--- src/rtl/result_stream_packer_pkg.sv ---
// Shared types for the result stream packer: FSM states, pad marker and the
// buffered beat format (64-bit data plus end-of-run flag).
package pkg_resultPacker;

    typedef enum logic [2:0] {
        COLLECT,
        PAD,
        SUM,
        STATS,
        DONE
    } state_e;

    localparam logic [31:0] PAD_WORD = 32'h8000_0000;

    typedef struct packed {
        logic        last;
        logic [63:0] data;
    } beat_t;

endpackage

--- src/rtl/result_packer_fifo.sv ---
// Single-clock beat FIFO. Push is ignored when full, pop when empty; a full
// FIFO that pops only frees its slot for a push on the following cycle.
module result_packer_fifo
    import pkg_resultPacker::*;
#(
    parameter int DEPTH = 8,
    localparam int AW = $clog2(DEPTH)
) (
    input  logic          clk,
    input  logic          resetn,
    input  logic          push_i,
    input  beat_t         push_beat_i,
    input  logic          pop_i,
    output beat_t         head_o,
    output logic          full_o,
    output logic          empty_o,
    output logic [AW:0]   count_o
);

    beat_t           mem_q [DEPTH];
    logic [AW-1:0]   rd_q;
    logic [AW-1:0]   wr_q;
    logic [AW:0]     count_q;
    logic            do_push;
    logic            do_pop;

    assign full_o  = (count_q == (AW+1)'(DEPTH));
    assign empty_o = (count_q == '0);
    assign count_o = count_q;
    assign head_o  = mem_q[rd_q];

    assign do_push = push_i && !full_o;
    assign do_pop  = pop_i && !empty_o;

    always_ff @(posedge clk) begin
        if (!resetn) begin
            rd_q    <= '0;
            wr_q    <= '0;
            count_q <= '0;
        end else begin
            if (do_push) wr_q <= wr_q + 1'b1;
            if (do_pop)  rd_q <= rd_q + 1'b1;
            count_q <= count_q + {{AW{1'b0}}, do_push} - {{AW{1'b0}}, do_pop};
        end
    end

    // Storage needs no reset: occupancy alone decides what is visible.
    always_ff @(posedge clk) begin
        if (do_push) mem_q[wr_q] <= push_beat_i;
    end

endmodule

--- src/rtl/result_stream_packer.sv ---
// Packs 32-bit results two per 64-bit beat, then on run completion emits an
// optional pad beat, a result-count beat and the cycle-count beat (last).
module result_stream_packer
    import pkg_resultPacker::*;
#(
    parameter int DEPTH        = 8,
    parameter int QUIET_CYCLES = 4
) (
    input  logic        clk,
    input  logic        resetn,
    input  logic [31:0] result_data,
    input  logic        result_ready_to_return,
    output logic        result_ready_to_accept,
    input  logic [63:0] stats_data,
    input  logic        stats_ready_to_return,
    output logic        stats_ready_to_accept,
    output logic [63:0] out_data,
    output logic        out_valid,
    input  logic        out_ready,
    output logic        out_last
);

    localparam int AW = $clog2(DEPTH);
    localparam int QW = $clog2(QUIET_CYCLES + 1);
    localparam logic [QW-1:0] QUIET_MAX = QW'(QUIET_CYCLES);

    state_e        state_q, state_d;
    logic [31:0]   half_q, half_d;
    logic          half_vld_q, half_vld_d;
    logic [31:0]   cnt_q, cnt_d;
    logic [QW-1:0] quiet_q, quiet_d;

    logic          push;
    beat_t         push_beat;
    beat_t         head;
    logic          fifo_full;
    logic          fifo_empty;
    logic [AW:0]   fifo_count;
    logic          res_xfer;

    result_packer_fifo #(.DEPTH(DEPTH)) u_fifo (
        .clk         (clk),
        .resetn      (resetn),
        .push_i      (push),
        .push_beat_i (push_beat),
        .pop_i       (out_ready),
        .head_o      (head),
        .full_o      (fifo_full),
        .empty_o     (fifo_empty),
        .count_o     (fifo_count)
    );

    assign result_ready_to_accept = (state_q == COLLECT) && (fifo_count < (AW+1)'(DEPTH));
    assign res_xfer = result_ready_to_return && result_ready_to_accept;

    // Data and last are masked while empty so idle outputs read as zero.
    assign out_valid = !fifo_empty;
    assign out_data  = fifo_empty ? 64'd0 : head.data;
    assign out_last  = !fifo_empty && head.last;

    always_comb begin
        state_d               = state_q;
        half_d                = half_q;
        half_vld_d            = half_vld_q;
        cnt_d                 = cnt_q;
        quiet_d               = quiet_q;
        push                  = 1'b0;
        push_beat             = '0;
        stats_ready_to_accept = 1'b0;

        case (state_q)
            COLLECT: begin
                if (res_xfer) begin
                    cnt_d = cnt_q + 32'd1;
                    if (half_vld_q) begin
                        push           = 1'b1;
                        push_beat.data = {result_data, half_q};
                        half_vld_d     = 1'b0;
                    end else begin
                        half_d     = result_data;
                        half_vld_d = 1'b1;
                    end
                end
                if (result_ready_to_return)
                    quiet_d = '0;
                else if (stats_ready_to_return && quiet_q != QUIET_MAX)
                    quiet_d = quiet_q + 1'b1;
                // Decide on the post-accept half state so a word taken on the
                // exit cycle still gets padded.
                if (quiet_q == QUIET_MAX)
                    state_d = half_vld_d ? PAD : SUM;
            end
            PAD: begin
                if (!fifo_full) begin
                    push           = 1'b1;
                    push_beat.data = {PAD_WORD, half_q};
                    half_vld_d     = 1'b0;
                    state_d        = SUM;
                end
            end
            SUM: begin
                if (!fifo_full) begin
                    push           = 1'b1;
                    push_beat.data = {32'd0, cnt_q};
                    state_d        = STATS;
                end
            end
            STATS: begin
                stats_ready_to_accept = !fifo_full;
                if (stats_ready_to_return && !fifo_full) begin
                    push           = 1'b1;
                    push_beat.data = stats_data;
                    push_beat.last = 1'b1;
                    state_d        = DONE;
                end
            end
            DONE: ;
            default: state_d = COLLECT;
        endcase
    end

    always_ff @(posedge clk) begin
        if (!resetn) begin
            state_q    <= COLLECT;
            half_q     <= '0;
            half_vld_q <= 1'b0;
            cnt_q      <= '0;
            quiet_q    <= '0;
        end else begin
            state_q    <= state_d;
            half_q     <= half_d;
            half_vld_q <= half_vld_d;
            cnt_q      <= cnt_d;
            quiet_q    <= quiet_d;
        end
    end

endmodule

--- config.mk ---
export PLATFORM = sky130hd
export DESIGN_NAME = result_stream_packer
export DESIGN_NICKNAME = d
export VERILOG_FILES = /design/src/rtl/result_stream_packer_pkg.sv /design/src/rtl/result_packer_fifo.sv /design/src/rtl/result_stream_packer.sv
export SDC_FILE = /design/constraint.sdc
export NUM_CORES = 1
export LEC_CHECK = 0
export BUFFER_PORTS_ARGS = -buffer_cell sky130_fd_sc_hd__buf_2
export CAP_MARGIN = 20
export CORE_AREA = 2 2 250 252
export CTS_BUF_LIST = sky130_fd_sc_hd__clkbuf_4
export DETAILED_ROUTE_END_ITERATION = 12
export DIE_AREA = 0 0 252 254
export PLACE_DENSITY = 0.64
export SLEW_MARGIN = 15
export SYNTH_ARGS = -nofsm -noshare
export SYNTH_HDL_FRONTEND = slang
export SYNTH_SLANG_ARGS = --single-unit
export TNS_END_PERCENT = 100
--- constraint.sdc ---
create_clock -name clk -period 7.03 [get_ports clk]
set_clock_uncertainty 0.15 [all_clocks]
set_input_delay 0.3515 -clock clk [delete_from_list [all_inputs] [get_ports clk]]
set_output_delay 0.3515 -clock clk [all_outputs]
set_load 0.005 [all_outputs]
== Word level (Yosys, flattened, before mapping) ==
Memory sizes are Yosys's and may differ from the RTL's. A register that Yosys moved wholly into a read port is not among the register bits.
Cells that the tools add are included.
Cells by class
  muxes and demuxes: 31
  equality and inequality tests: 11
  bitwise gates (word level): 2
  magnitude comparators: 1
  reduce and logical (&&, ||, !) cells: 19
  $add $sub $neg: 6
Operators with widths (count)
  $mux W64: 4
  $pmux W64 S4: 1
  $mux W65: 1
  $add A32 B1 Y32 const B: 1
  $mux W32: 1
  $mux W3: 8
  $pmux W3 S5: 1
  $mux W1: 12
  $add A3 B1 Y3 const B: 3
  $logic_and A1 B1 Y1: 7
  $eq A3 B2 Y1 const B: 2
  $eq A3 B3 Y1 const B: 2
  $ne A2 B2 Y1 const B: 3
  $reduce_and A2 Y1: 3
  $reduce_and A5 Y1: 1
  $add A4 B1 Y4: 1
  $eq A4 B4 Y1 const B: 1
  $logic_not A4 Y1: 1
  $lt A4 B4 Y1 const B: 1
  $reduce_bool A2 Y1: 2
  $sub A4 B1 Y4: 1
  $eq A3 B1 Y1 const B: 1
  $logic_not A3 Y1: 1
  $ne A3 B3 Y1 const B: 1
  8 further kinds: 10
Storage, ports and cells
  flip-flop bits (word level): 81
  word-level logic and storage cells: 79
  memories: 1
  bits in writable memories: 520
  output and inout port bits: 68
  bits of input ports: 101
Memory list
  u_fifo.mem_q: words 8, width 65, rd ports 1, clocked after Yosys merged registers in 1, wr ports 1, RTL line result_packer_fifo.sv:20  | beat_t mem_q [DEPTH];

== Longest topological paths before layout ==
  word-level depth: 8
  mapped depth: 13
  mapped depth without buffers: 12

== Modules after synthesis ==
Synthesis repeated with hierarchy kept, for this count alone.
Unflattened totals
  cell total of the unflattened synthesis: 1403
  area total of the unflattened synthesis: 24611.1 µm²
By module, submodules not included
  result_packer_fifo: cells an instance 830, seq. area each 15875.2 µm², area each 20203.1 µm², times used 1
  result_stream_packer: cells an instance 573, seq. area each 1421.4 µm², area each 4408.0 µm², times used 1

== Least setup slack after synthesis ==
OpenSTA, ideal clock, no wires.
  path kind: flip-flop to flip-flop
  start: register state_q[0]
  end: memory u_fifo.mem_q[0][0] in the netlist's numbering, enable pin
  period minus slack after synthesis: 6.929 ns
  slack: 0.101 ns
  required time: 6.312 ns
  arrival: 6.211 ns
  path buffers: 0
  cell stages (with the launch flop): 10
  library setup time: 0.568 ns
  path through: dfxtp_1 > nor3_1 > nand2_1 > inv_1 > ha_1 > nor3_1 > a2111o_1 > inv_1 > nand2b_1 > nor3_1
Between the ends
  cells in the longest elaborated chain, start to end: 8
  elaborated cells between the ends (all ways): 12
  those cells by class: 3 x eq/ne; 4 x mux; 5 x reduce/logical
RTL lines
  from (decl): RTL line result_stream_packer.sv:27  | state_e state_q, state_d;
  from (signal assigned): RTL line result_stream_packer.sv:130  | state_q <= state_d;
  $logic_not A3 Y1: RTL line result_stream_packer.sv:53, result_stream_packer.sv:71
  $logic_and A1 B1 Y1: RTL line result_stream_packer.sv:53  | assign result_ready_to_accept = (state_q == COLLECT) && (fifo_count < (AW+1)'(DEPTH));
  $logic_and A1 B1 Y1: RTL line result_stream_packer.sv:54  | assign res_xfer = result_ready_to_return && result_ready_to_accept;
  $mux W1: RTL line result_stream_packer.sv:73  | if (res_xfer) begin
  $pmux W1 S3 *: RTL line result_stream_packer.sv:71  | case (state_q)
  $logic_and A1 B1 Y1 *: RTL line result_packer_fifo.sv:32  | assign do_push = push_i && !full_o;
  net u_fifo.do_push: RTL line result_packer_fifo.sv:24  | logic do_push;
  $mux W1 *: RTL line result_packer_fifo.sv:49  | if (do_push) mem_q[wr_q] <= push_beat_i;
  $mux W1 (not written as such) *: RTL line result_packer_fifo.sv:49
  to (decl): RTL line result_packer_fifo.sv:20
The timed path passes the listed nets; every way through them passes the cells marked *.

==> impl_metrics.py <==
metrics = {
    "power": {
        "pwr-share-clk": 0.330,
        "p_sw_frac": 0.279,
        "power_frac_seq": 0.452,
        "p_int_mw": 6.56,
        "p_sw_mw": 2.54,
        "combinationalPowerShare": 0.217,
        "irDropWorstVdd_uv": 280,
        "p_leak_nw": 10.2,
        "p_per_area_nw_per_um2": 311,
    },
    "synth": {
        "synth_cell_type_count": 54,
        "synthFlopType": "edfxtp_1",
        "async_flop_share": 0,
        "synth_edf_count": 520,
        "synth_nets": 1520,
        "avgSynthCellArea_sq_um": 17.3,
        "ys_seq_area_frac": 0.711,
        "syn-instance-count": 1405,
        "syn_area_sq_um": 24300,
        "synthesis.yosys.warnings": 0,
        "synth_seq_cells": 604,
    },
    "critical_path": {
        "cpLargestDelayFamily": "multiplexers",
        "worst_setup_path_start_kind": "flop",
        "path_cells": "buf_12, mux4_2, mux2i_1, nor2_1, buf_2",
        "crit_buf_inv": 2,
        "reg2reg_slack_ns": 2.86,
        "worst_path_largest_cell_delay_ns": 0.75,
        "crit_slowest_cell": "dfxtp_4",
        "crit_required_ns": 6.53,
        "worstPathMaxFanout": 102,
        "critical_path_class": "flop to output pin",
        "endpoint_kind": "output pin",
        "cp.arrival_ns": 3.75,
    },
    "finish": {
        "most-common-layout-cells": "edfxtp_1 (520), clkbuf_4 (221), buf_2 (168), mux4_2 (130), dlygate4sd3_1 (114)",
        "postLayoutCellArea_sq_um": 29300,
        "final_common_cell": "edfxtp_1",
        "area_growth_pct": 20.4,
        "fin_cells": 2692,
        "layout-drive-gt1-share": 0.307,
        "final_core_util": 0.478,
        "final_net_count": 1897,
    },
    "floorplanning": {
        "coreArea_sq_um": 61300,
        "rows": 91,
        "initial_core_util": 0.397,
        "die_y_um": 254,
        "io_pins": 169,
        "fp.dieW_um": 252,
        "die-area_sq_um": 64000,
    },
    "timing": {
        "max_freq_ghz": 0.235,
        "min_period_ns": 4.25,
        "setup_violations": 0,
        "holdWs_ns": 0.118,
        "setup_tns_ns": 0,
        "drv_slew": 0,
        "tightest_slew_ns": 0.994,
        "relSlewSlack": 0.337,
        "rsz0062_at_grt": "false",
        "period_share": 0.605,
        "hold_violations": 0,
    },
    "global_routing": {
        "grt_pass1_wl_um": 93000,
        "gr-total-overflow": 0,
        "antenna_found_initial": 2,
        "grt_max_degree": 103,
        "grt_util_all_layers": 0.198,
        "grt_pass1_vias": 15100,
    },
    "clock_tree": {
        "clkSlewWorstSetupHoldPaths_ns": 0.07,
        "cts_sinks": 604,
        "cts_max_path_buffers": 3,
        "htreeDepth": 4,
        "postCtsSetupBuffers": 0,
        "tritoncts": "built",
        "clockRootBuffer": "clkbuf_4",
        "clock_latency_ns": 0.96,
        "cts_buffers": 153,
    },
    "drt": {
        "ant_nets": 0,
        "drt-initial-drc-count": 1189,
        "drt_drc_violations_left": 0,
        "routed_wl_um": 62700,
        "routed_via_density": 5.47,
        "drtPass1Iterations": 5,
        "wl_per_cell_um": 23.3,
        "vias": 14700,
    },
    "placement": {
        "dp_cells": 2301,
        "gp_congestion": 0.814,
        "placed_area_sq_um": 26100,
        "hpwlAfterDp_um": 37500,
        "port_buffers": 168,
    },
    "flow_run": {
        "max_cap_viol_count": 0,
    },
    "min_path": {
        "hp-class": "input pin to flop",
    },
    "outcome": {
        "outcome": "complete, no violations",
    },
}
layout make-up:
cell class                      instances  area [sq um]
Fill cell                            5271         32000
Multi-Input combinational cell        693          6660
Antenna cell                            4          10.0
Sequential cell                       604         17300
Inverter                               20          75.1
Tap cell                              790           988
Clock buffer                          221          1660
Timing Repair Buffer                  310          2250
Clock inverter                         50           335
state kept, by name (all words and copies together) (netlist names), named ones only:
name	count
u_fifo.mem_q	520
cnt_q	32
half_q	32
u_fifo.count_o	4
quiet_q	3
state_q	3
u_fifo.rd_q	3
u_fifo.wr_q	3
half_vld_q	1
repair_timing:
item	in CTS	in global routing
endpoints found under the hold margin	575	0
resized for setup	0	0
hold buffers	114	0
endpoints found under the setup margin	0	0
kinds of logic after synthesis:
kind of cell,synth area share
buffers and inverters,0.0178
flip-flops,0.711
XOR/XNOR,0.00504
multiplexers,0.150
AND/OR/NAND/NOR,0.0544
AO/OA/AOI/OAI,0.0535
adder cells (fa/ha/maj),0.00751
routing by layer:
layer | part of all wire | up-vias | GRT usage
met5 | 0 | - | 0
met4 | 0.027 | 0 | 0.0737
met3 | 0.069 | 105 | 0.0511
met2 | 0.49 | 625 | 0.319
met1 | 0.42 | 7534 | 0.261
li1 | - | 6459 | -
path summary, 6_finish.rpt:
check | startpoint | to | cells past startpoint
max | flop | out_data[31] | 5
min | result_data[21] | half_q[21]$_SDFFE_PN0P_ | 4
max reg2reg | state_q[0]$_SDFFE_PN0P_ | u_fifo.mem_q[6][21]$_DFFE_PP_ | 10
min reg2reg | half_q[3]$_SDFFE_PN0P_ | half_q[3]$_SDFFE_PN0P_ | 2
worst register-to-register path, cell delays in order (launching register included):
cell,delay (ns)
dfxtp_1,0.42
nor3_1,0.29
nand2_1,0.18
inv_1,0.13
ha_1,0.16
nor3_1,0.05
a2111o_1,0.44
inv_1,0.23
nand2_1,0.27
nor2_4,0.66
buf_4,0.74
per-stage QoR:
step           total power, mW  worst slack, ns
6_report                  9.10             2.78
5_1_grt                   9.59             2.39
4_1_cts                   9.23             2.56
3_5_place_dp              6.16             2.74
3_3_place_gp              6.14             2.80
2_1_floorplan             5.44            0.101
power by group through the flow:
stage,Combinational (mW),Sequential (mW),Clock (mW)
2_1_floorplan,1.33,4.11,0
5_1_grt,2.16,4.14,3.30
6_report,1.98,4.12,3.00
4_1_cts,2.01,4.12,3.09
3_3_place_gp,1.94,4.20,0
3_5_place_dp,1.96,4.20,0
cells in the mapped netlist (2+ instances only):
master      n  area [sq um]
nand4b_1    4          35.0
xnor2_1     5          43.8
nor4_2      2          25.0
inv_1      19          71.3
nor2_1     98           368
nor4b_1     2          17.5
or3_1       6          37.5
o31ai_1     8          60.1
o41ai_1     5          43.8
and3_1      3          18.8
buf_2      14          70.1
xor2_1      9          78.8
or4_1       8          60.1
buf_1      16          60.1
nand3_1    19          95.1
clkbuf_1   56           210
nand2b_1    9          56.3
ha_1       13           163
mux2i_1    73           731
nand4_1    11          68.8
a22o_1     63           552
or4b_1      3          30.0
edfxtp_1  520         15600
nor3_1      7          35.0
mux4_2    130          2930
nand2_1    88           330
and4_1      4          35.0
dfxtp_1    84          1680
a21o_1     33           248
o21ai_0     8          40.0
nor2b_1     2          12.5
a31oi_1     2          12.5
and2_1      5          31.3
a21oi_1    56           280
Note: power is estimated with default switching activity, not from simulation.
